`config.mk`:
```
export PLATFORM = sky130hd
export DESIGN_NAME = main_fsm
export DESIGN_NICKNAME = d
export VERILOG_FILES = /design/src/rtl/main_fsm.sv
export SDC_FILE = /design/constraint.sdc
export NUM_CORES = 1
export LEC_CHECK = 0
export ABC_AREA = 0
export CORE_MARGIN = 2
export CORE_UTILIZATION = 45
export DETAILED_ROUTE_END_ITERATION = 7
export PLACE_DENSITY = 0.75
export SYNTH_ARGS = -nofsm -noshare
export SYNTH_HDL_FRONTEND = slang
export SYNTH_SLANG_ARGS = --single-unit
```
`constraint.sdc`:
```
create_clock -name clk -period 2.5 [get_ports clk]
set_input_delay 0.5 -clock clk [delete_from_list [all_inputs] [get_ports clk]]
set_output_delay 0.5 -clock clk [all_outputs]
set_load 0.05 [all_outputs]
```
`src/rtl/main_fsm.sv`:
```
// -----------------------------------------------------------------------------
// main_fsm : multicycle control unit sequencer.
//
// Steps every instruction through fetch / decode / execute / memory /
// writeback and drives the datapath selects plus the pre-condition write
// requests (NextPC, RegW, MemW, Branch, FPUW) for the condition-logic stage.
// FPU instructions use a start/done handshake with a bounded wait.
//
// Ports
//   clk        system clock, rising edge
//   reset      asynchronous active-low reset
//   Op         instruction class (00 DP, 01 MEM, 10 BRANCH, 11 FPU)
//   Funct      Funct field; [5] immediate, [0] load
//   FPUDone    FPU result valid, looked at only while waiting in FPUEX
//   IRWrite    instruction register load
//   AdrSrc     memory address select (0 PC, 1 ALUOut)
//   ALUSrcA    ALU A select (00 reg, 01 PC, 10 ALUOut)
//   ALUSrcB    ALU B select (00 reg, 01 ext imm, 10 const 4)
//   ResultSrc  result select (00 ALUOut, 01 read data, 10 ALU result)
//   ALUOp      1 = ALU decoder uses Funct, 0 = add
//   NextPC     unconditional PC write
//   RegW       register write request
//   MemW       memory write request
//   Branch     conditional PC write request
//   FPUW       FPU register write request
//   FPUStart   one-cycle FPU launch pulse
//   FPUErr     sticky FPU timeout flag
//
// All outputs are registered; each is loaded with the decode of the state
// being entered, so outputs always line up with the state register.
// -----------------------------------------------------------------------------
module main_fsm #(
    parameter int unsigned FPU_TIMEOUT = 16,
    parameter int unsigned CNT_W       = 5
) (
    input  logic       clk,
    input  logic       reset,
    input  logic [1:0] Op,
    input  logic [5:0] Funct,
    input  logic       FPUDone,
    output logic       IRWrite,
    output logic       AdrSrc,
    output logic [1:0] ALUSrcA,
    output logic [1:0] ALUSrcB,
    output logic [1:0] ResultSrc,
    output logic       ALUOp,
    output logic       NextPC,
    output logic       RegW,
    output logic       MemW,
    output logic       Branch,
    output logic       FPUW,
    output logic       FPUStart,
    output logic       FPUErr
);

    typedef enum logic [3:0] {
        S_FETCH  = 4'd0,
        S_DECODE = 4'd1,
        S_MEMADR = 4'd2,
        S_MEMRD  = 4'd3,
        S_MEMWB  = 4'd4,
        S_MEMWR  = 4'd5,
        S_EXECR  = 4'd6,
        S_EXECI  = 4'd7,
        S_ALUWB  = 4'd8,
        S_BRANCH = 4'd9,
        S_FPUEX  = 4'd10,
        S_FPUWB  = 4'd11
    } state_t;

    // Last counter value allowed before the FPU wait is abandoned.
    localparam logic [CNT_W-1:0] CNT_LAST = CNT_W'(FPU_TIMEOUT - 1);

    state_t           state;
    state_t           state_nx;
    logic [CNT_W-1:0] cnt;
    logic [CNT_W-1:0] cnt_nx;
    logic             err_nx;

    logic       irwrite_nx;
    logic       adrsrc_nx;
    logic [1:0] alusrca_nx;
    logic [1:0] alusrcb_nx;
    logic [1:0] resultsrc_nx;
    logic       aluop_nx;
    logic       nextpc_nx;
    logic       regw_nx;
    logic       memw_nx;
    logic       branch_nx;
    logic       fpuw_nx;
    logic       fpustart_nx;

    // Funct[4:1] belong to the ALU decoder, not to sequencing.
    logic funct_unused;
    assign funct_unused = ^Funct[4:1];

    // Next state, FPU wait counter and error flag.
    always_comb begin
        state_nx = S_FETCH;
        cnt_nx   = '0;
        err_nx   = FPUErr;
        case (state)
            S_FETCH:  state_nx = S_DECODE;
            S_DECODE: begin
                case (Op)
                    2'b00:   state_nx = Funct[5] ? S_EXECI : S_EXECR;
                    2'b01:   state_nx = S_MEMADR;
                    2'b10:   state_nx = S_BRANCH;
                    default: state_nx = S_FPUEX;
                endcase
            end
            S_MEMADR: state_nx = Funct[0] ? S_MEMRD : S_MEMWR;
            S_MEMRD:  state_nx = S_MEMWB;
            S_MEMWB:  state_nx = S_FETCH;
            S_MEMWR:  state_nx = S_FETCH;
            S_EXECR:  state_nx = S_ALUWB;
            S_EXECI:  state_nx = S_ALUWB;
            S_ALUWB:  state_nx = S_FETCH;
            S_BRANCH: state_nx = S_FETCH;
            S_FPUEX: begin
                // Done has priority over a timeout in the same cycle.
                if (FPUDone) begin
                    state_nx = S_FPUWB;
                end else if (cnt == CNT_LAST) begin
                    state_nx = S_FETCH;
                    err_nx   = 1'b1;
                end else begin
                    state_nx = S_FPUEX;
                    cnt_nx   = cnt + CNT_W'(1);
                end
            end
            S_FPUWB:  state_nx = S_FETCH;
            default:  state_nx = S_FETCH;
        endcase
    end

    // Moore decode of the state being entered.
    always_comb begin
        irwrite_nx   = 1'b0;
        adrsrc_nx    = 1'b0;
        alusrca_nx   = 2'b00;
        alusrcb_nx   = 2'b00;
        resultsrc_nx = 2'b00;
        aluop_nx     = 1'b0;
        nextpc_nx    = 1'b0;
        regw_nx      = 1'b0;
        memw_nx      = 1'b0;
        branch_nx    = 1'b0;
        fpuw_nx      = 1'b0;
        fpustart_nx  = 1'b0;
        case (state_nx)
            S_FETCH: begin
                irwrite_nx   = 1'b1;
                alusrca_nx   = 2'b01;
                alusrcb_nx   = 2'b10;
                resultsrc_nx = 2'b10;
                nextpc_nx    = 1'b1;
            end
            S_DECODE: begin
                alusrca_nx   = 2'b01;
                alusrcb_nx   = 2'b10;
                resultsrc_nx = 2'b10;
            end
            S_MEMADR: begin
                alusrcb_nx = 2'b01;
            end
            S_MEMRD: begin
                adrsrc_nx = 1'b1;
            end
            S_MEMWB: begin
                resultsrc_nx = 2'b01;
                regw_nx      = 1'b1;
            end
            S_MEMWR: begin
                adrsrc_nx = 1'b1;
                memw_nx   = 1'b1;
            end
            S_EXECR: begin
                aluop_nx = 1'b1;
            end
            S_EXECI: begin
                alusrcb_nx = 2'b01;
                aluop_nx   = 1'b1;
            end
            S_ALUWB: begin
                regw_nx = 1'b1;
            end
            S_BRANCH: begin
                alusrca_nx   = 2'b10;
                alusrcb_nx   = 2'b01;
                resultsrc_nx = 2'b10;
                branch_nx    = 1'b1;
            end
            S_FPUEX: begin
                // Launch only on entry, not while waiting.
                fpustart_nx = (state != S_FPUEX);
            end
            S_FPUWB: begin
                fpuw_nx = 1'b1;
            end
            default: ;
        endcase
    end

    // State, counter, sticky error and registered outputs.
    always_ff @(posedge clk or negedge reset) begin
        if (!reset) begin
            state     <= S_FETCH;
            cnt       <= '0;
            FPUErr    <= 1'b0;
            IRWrite   <= 1'b1;
            AdrSrc    <= 1'b0;
            ALUSrcA   <= 2'b01;
            ALUSrcB   <= 2'b10;
            ResultSrc <= 2'b10;
            ALUOp     <= 1'b0;
            NextPC    <= 1'b1;
            RegW      <= 1'b0;
            MemW      <= 1'b0;
            Branch    <= 1'b0;
            FPUW      <= 1'b0;
            FPUStart  <= 1'b0;
        end else begin
            state     <= state_nx;
            cnt       <= cnt_nx;
            FPUErr    <= err_nx;
            IRWrite   <= irwrite_nx;
            AdrSrc    <= adrsrc_nx;
            ALUSrcA   <= alusrca_nx;
            ALUSrcB   <= alusrcb_nx;
            ResultSrc <= resultsrc_nx;
            ALUOp     <= aluop_nx;
            NextPC    <= nextpc_nx;
            RegW      <= regw_nx;
            MemW      <= memw_nx;
            Branch    <= branch_nx;
            FPUW      <= fpuw_nx;
            FPUStart  <= fpustart_nx;
        end
    end

endmodule

```
# Yosys cells after proc, flatten, opt, wreduce, memory -nomap -nowiden
# Cells that the tools add are included.
totals:
  ff_bits: 24
  output_inout_bits: 16
  elab_cells: 68
op_classes:
  addsub: 1
  n_eq_ne: 21
  mux: 20
  bitwise_logic: 1
  reduce_logical: 11
op_table:
  columns: ["op", "count"]
  rows:
  - ["equality test 4 x 3 -> 1 bit, second input constant", 6]
  - ["one-hot mux 4 bit (6 select lines)", 1]
  - ["equality test 4 bit, second input constant", 5]
  - ["equality test 4 x 2 -> 1 bit, second input constant", 4]
  - ["two-way mux 5 bit", 3]
  - ["one-hot mux 2 bit (2 select lines)", 3]
  - ["one-hot mux 4 bit (3 select lines)", 1]
  - ["OR reduction 2 bit", 5]
  - ["two-way mux 1 bit", 9]
  - ["equality test 4 x 1 -> 1 bit, second input constant", 2]
  - ["logical NOT 4 bit", 2]
  - ["two-way mux 4 bit", 2]
  - ["OR reduction 3 bit", 2]
  - ["adder 5 x 1 -> 5 bit, second input constant", 1]
  - ["equality test 5 x 4 -> 1 bit, second input constant", 1]
  - ["inequality test 4 bit, second input constant", 1]
  - ["two-way mux 3 bit", 1]
  - ["AND reduction 3 bit", 1]
  - ["equality test 2 x 1 -> 1 bit, second input constant", 1]
  - ["equality test 2 bit, second input constant", 1]
  - ["logical NOT 2 bit", 1]
  - ["NOT 1 bit", 1]

# Logic depth before layout (Yosys ltp)
depth:
  ltp_word: 7
  depth_mapped: 7

# Worst setup path after synthesis
# Ideal clock, no wire load.
synth_path:
  path_kind: "register to register"
  startpoint: "reg cnt[0]"
  endpoint: "reg ALUSrcB[0]"
  setup_ps: 76
  arrival_time_ps: 1691
  path_slack_ps: 732
  path_stages_with_launch: 8
  synth_period_minus_slack_ps: 1768
  cell_sequence: "dfrtp_1 ha_1 nand3_1 o31ai_4 nand2b_4 buf_6 or4b_1 o21ai_1"
synth_via:
  elab_chain_len: 7
  elab_cells_between_ends: 12
  classes_between: "eq/ne (5); mux (4); reduce/logical (3)"
synth_rtl:
  columns: ["element", "line", "source"]
  rows:
  - ["start, declared", "76", "logic [CNT_W-1:0] cnt;"]
  - ["start signal, assigned", "225", "cnt <= cnt_nx;"]
  - ["equality test 5 x 4 -> 1 bit *", "124", "end else if (cnt == CNT_LAST) begin"]
  - ["two-way mux 4 bit *", "124", null]
  - ["two-way mux 4 bit *", "122", "if (FPUDone) begin"]
  - ["one-hot mux 4 bit (6 select lines) *", "102", "case (state)"]
  - ["named net state_nx[3]", "75", "state_t state_nx;"]
  - ["equality test 4 bit, or another cell as far along", "151", "case (state_nx)"]
  - ["OR reduction 3 bit (no line) or OR reduction 2 bit (tied branches)", null, null]
  - ["one-hot mux 2 bit (2 select lines) *", "151", null]
  - ["named net alusrcb_nx[0]", "83", "logic [1:0] alusrcb_nx;"]
  - ["end signal, assigned", "230", "ALUSrcB <= alusrcb_nx;"]
  - ["end, declared", "44", "output logic [1:0] ALUSrcB,"]
# Mark *: on every way through the listed nets, which the timed path passes. The rest lies on a longest branch.
# A chain may end at the register's enable or synchronous reset.

==> run_results.csv <==
group,metric,value,unit
yosys,yosys-top-cells-area,"dfrtp_1 (48%), dfstp_2 (11%), nor3_1 (3.0%), buf_4 (2.3%), nor2_1 (2.3%)",
setup_path,path_max_fanout,2,
global_route,grt_pass1_wl,2.64,mm
setup_path,worstPathCellList,"clkdlybuf4s50_1",
floorplanning,core,0.00215,mm²
setup_path,slowest_delay,0.79,ns
detailed_routing,drc,0,
timing,period_needed,2.13,ns
worst_hold_path,worstHoldPathType,"flop to flop",
yosys,syn-num-nets,91,
placed_design,dp.cells,127,
floorplanning,rows,17,
timing,relSlewSlack,0.667,
floorplanning,fp.dieArea,0.00260,mm²
setup_path,startpoint_type,"flop",
placed_design,dpl.hpwl,1.14,mm
yosys,syn-cell-area,993,µm²
placed_design,gp_congestion,0.787,
detailed_routing,antenna_left,0,
timing,tns,0,ns
timing,slew_viol_final,0,
yosys,synth_simple_gate_area_frac,0.247,
pwr,p_leak,0.000553,µW
final_layout,layout.cells.non_filler,131,
timing,rsz0062_at_grt,"no",
global_route,grt_usage,0.135,
global_route,gr-total-overflow,0,
clock_tree,numCtsBuffers,3,
final_layout,layout_common_cells,"clkdlybuf4s50_1 (22), dfrtp_1 (19), nor2_1 (6), nor3_1 (6)",
final_layout,final_common_cell,"clkdlybuf4s50_1",
final_layout,layout-drive-gt1-share,0.146,
floorplanning,io_pins,27,
global_route,grt_max_degree,24,
detailed_routing,wl_per_cell,12.0,µm
timing,tightest_slew,0.497,ns
floorplanning,start_util,0.462,
setup_path,cp_slowest_cell,"clkdlybuf4s50_1",
final_layout,nets,116,
detailed_routing,viasPerCell,4.97,
yosys,yosysWarnings,0,
timing,timing.fmax,471,MHz
worst_hold_path,holdPathStages,1,
worst_hold_path,worstHoldEndpoint,"FPUErr",
outcome,status,"complete, no violations",
yosys,syn_inst,79,
setup_path,cp_top_family,"buffers and inverters",
timing,setup_viol,0,
setup_path,worstPathRequired,2.00,ns
timing,finalHoldViolCount,0,
global_route,antenna_found_initial,0,
detailed_routing,vias,651,
yosys,synth_cell_types,36,
yosys,synth.top_cell.area_share,0.479,
detailed_routing,drt_pass1_iterations,3,
setup_path,reg2regPathDepth,5,
placed_design,io_buffers,22,
final_layout,antenna_cells,0,
yosys,yosys.area.top_type,"dfrtp_1",
detailed_routing,drt-total-wl,1.57,mm
yosys,synth_area_per_cell,12.6,µm²
clock_tree,hold_buffers,0,
floorplanning,die_x,51.0,µm
timing,finalCritPeriodShare,0.850,
yosys,synth_compound_area_frac,0.0945,
yosys,ys_ff_latch,23,
clock_tree,cts_tree,"built",
clock_tree,post_cts_resized,0,
setup_path,critPathKind,"flop to primary output",
setup_path,reg2reg_from,"state[2]",
yosys,synth_top_family_by_area,"simple AND/OR/NAND/NOR gates",
setup_path,rrSetupSlack,0.61,ns
yosys,synth-xor-area-share,0.0176,
flow_run,drv_cap,0,
setup_path,critPathBufInv,1,
final_layout,syn2layout_area_growth,26.4,%
global_route,grt_pass1_vias,610,
setup_path,end_kind,"primary output",
yosys,synth-adder-area-share,0.0126,
pwr,vdd_ir_drop_max,0.000599,V
detailed_routing,drtIter0Drc,10,
timing,clock-skew-final,0.0107,ns
yosys,synth.yosys.seq_area_share,0.584,
pwr,power_density,1180,mW/mm²
setup_path,crit_arrival,1.63,ns
yosys,muxShareOfSynthArea,0.0101,
setup_path,r2r-end,"ALUSrcB[0]",
clock_tree,post-cts-setup-buffers,0,
worst_hold_path,hp-start,"FPUErr",
clock_tree,h-tree-depth,1,
clock_tree,clk_latency,0.30,ns
clock_tree,clk_path_buf_depth,2,
clock_tree,root_buffer,"clkbuf_4",
clock_tree,cts_sinks,23,
floorplanning,die_h,51.0,µm
clock_tree,clk_pin_slew,0.12,ns
[cell type report]
| type | count | area [µm²] |
|---|---|---|
| Fill cell | 199 | 892 |
| Sequential cell | 23 | 581 |
| Multi-Input combinational cell | 52 | 379 |
| Timing Repair Buffer | 24 | 235 |
| Tap cell | 28 | 35.0 |
| Clock buffer | 4 | 26.3 |
[cell families after synthesis]
kind of cell | Yosys count
and+or+nand+nor | 38
DFF | 23
AOI/OAI and AO/OA | 10
buffers and inverters | 4
xor gates and xnor gates | 2
muxes | 1
adders and majority gates | 1
[how the worst max path moves through the flow]
| stage | startpoint | to | slack [ns] | cells after the start |
|---|---|---|---|---|
| 6_report | NextPC | IRWrite | 0.37 | 1 |
| 5_1_grt | NextPC | IRWrite | 0.31 | 1 |
| 4_1_cts | NextPC | IRWrite | 0.36 | 1 |
| 3_5_place_dp | FPUDone | ALUSrcB[0] | 0.30 | 5 |
| 3_3_place_gp | FPUDone | ALUSrcB[0] | 0.31 | 5 |
| 2_1_floorplan | cnt[0] | ALUSrcB[0] | 0.73 | 7 |
[registers in the layout (all words and copies together) (netlist names)]
register and cells:
FPUErr 1, ResultSrc 2, FPUStart 1, AdrSrc 1, MemW 1, NextPC 1
ALUOp 1, cnt 5, RegW 1, ALUSrcB 2, ALUSrcA 2, FPUW 1
state 4
[synthesized netlist by cell type]
cell,count
nor3b_1,1
a32o_1,1
nand3_1,2
nor2b_1,2
a211o_1,1
nand2_1,4
and3b_1,1
nor3_1,6
and4bb_4,1
xnor2_1,1
o21ai_1,2
o31ai_4,1
nand4bb_1,1
dfstp_2,4
a22oi_1,1
a21o_1,1
buf_4,3
or4b_1,1
o21bai_1,1
nor4_1,1
nor4b_2,1
nand2_2,1
and3_1,2
nand2b_4,1
nand2b_1,3
xor2_1,1
nor4b_1,1
and2_1,2
nor2_1,6
o41ai_2,1
nand3b_1,1
buf_6,1
ha_1,1
mux2i_1,1
a21oi_1,1
dfrtp_1,19
[per-layer routing]
metal | up-vias | wire [µm] | GRT usage
li1 | 327 | - | -
met1 | 308 | 786 | 0.197
met2 | 16 | 720 | 0.197
met3 | 0 | 66 | 0.0234
met4 | 0 | 0 | 0.0541
met5 | - | 0 | 0
[where the power goes]
group / internal [µW] / switching (µW)
sequential: 487 / 73.6
combinational: 284 / 472
clock: 62.1 / 101
total: 833 / 646
[stage by stage]
stage               total power (µW)  utilization  instance area (µm²)  worst slack [ns]  hold WS, ns
floorplan                       1130            -                  993             0.732        0.204
global placement                1320        0.573                 1230             0.310        0.440
detailed placement              1330        0.573                 1230             0.304        0.445
CTS                             1490        0.585                 1260             0.356        0.472
global route                    1570        0.585                 1260             0.311        0.522
finish                          1480        0.585                 1260             0.375        0.467
Note: power is estimated with default switching activity, not from simulation.
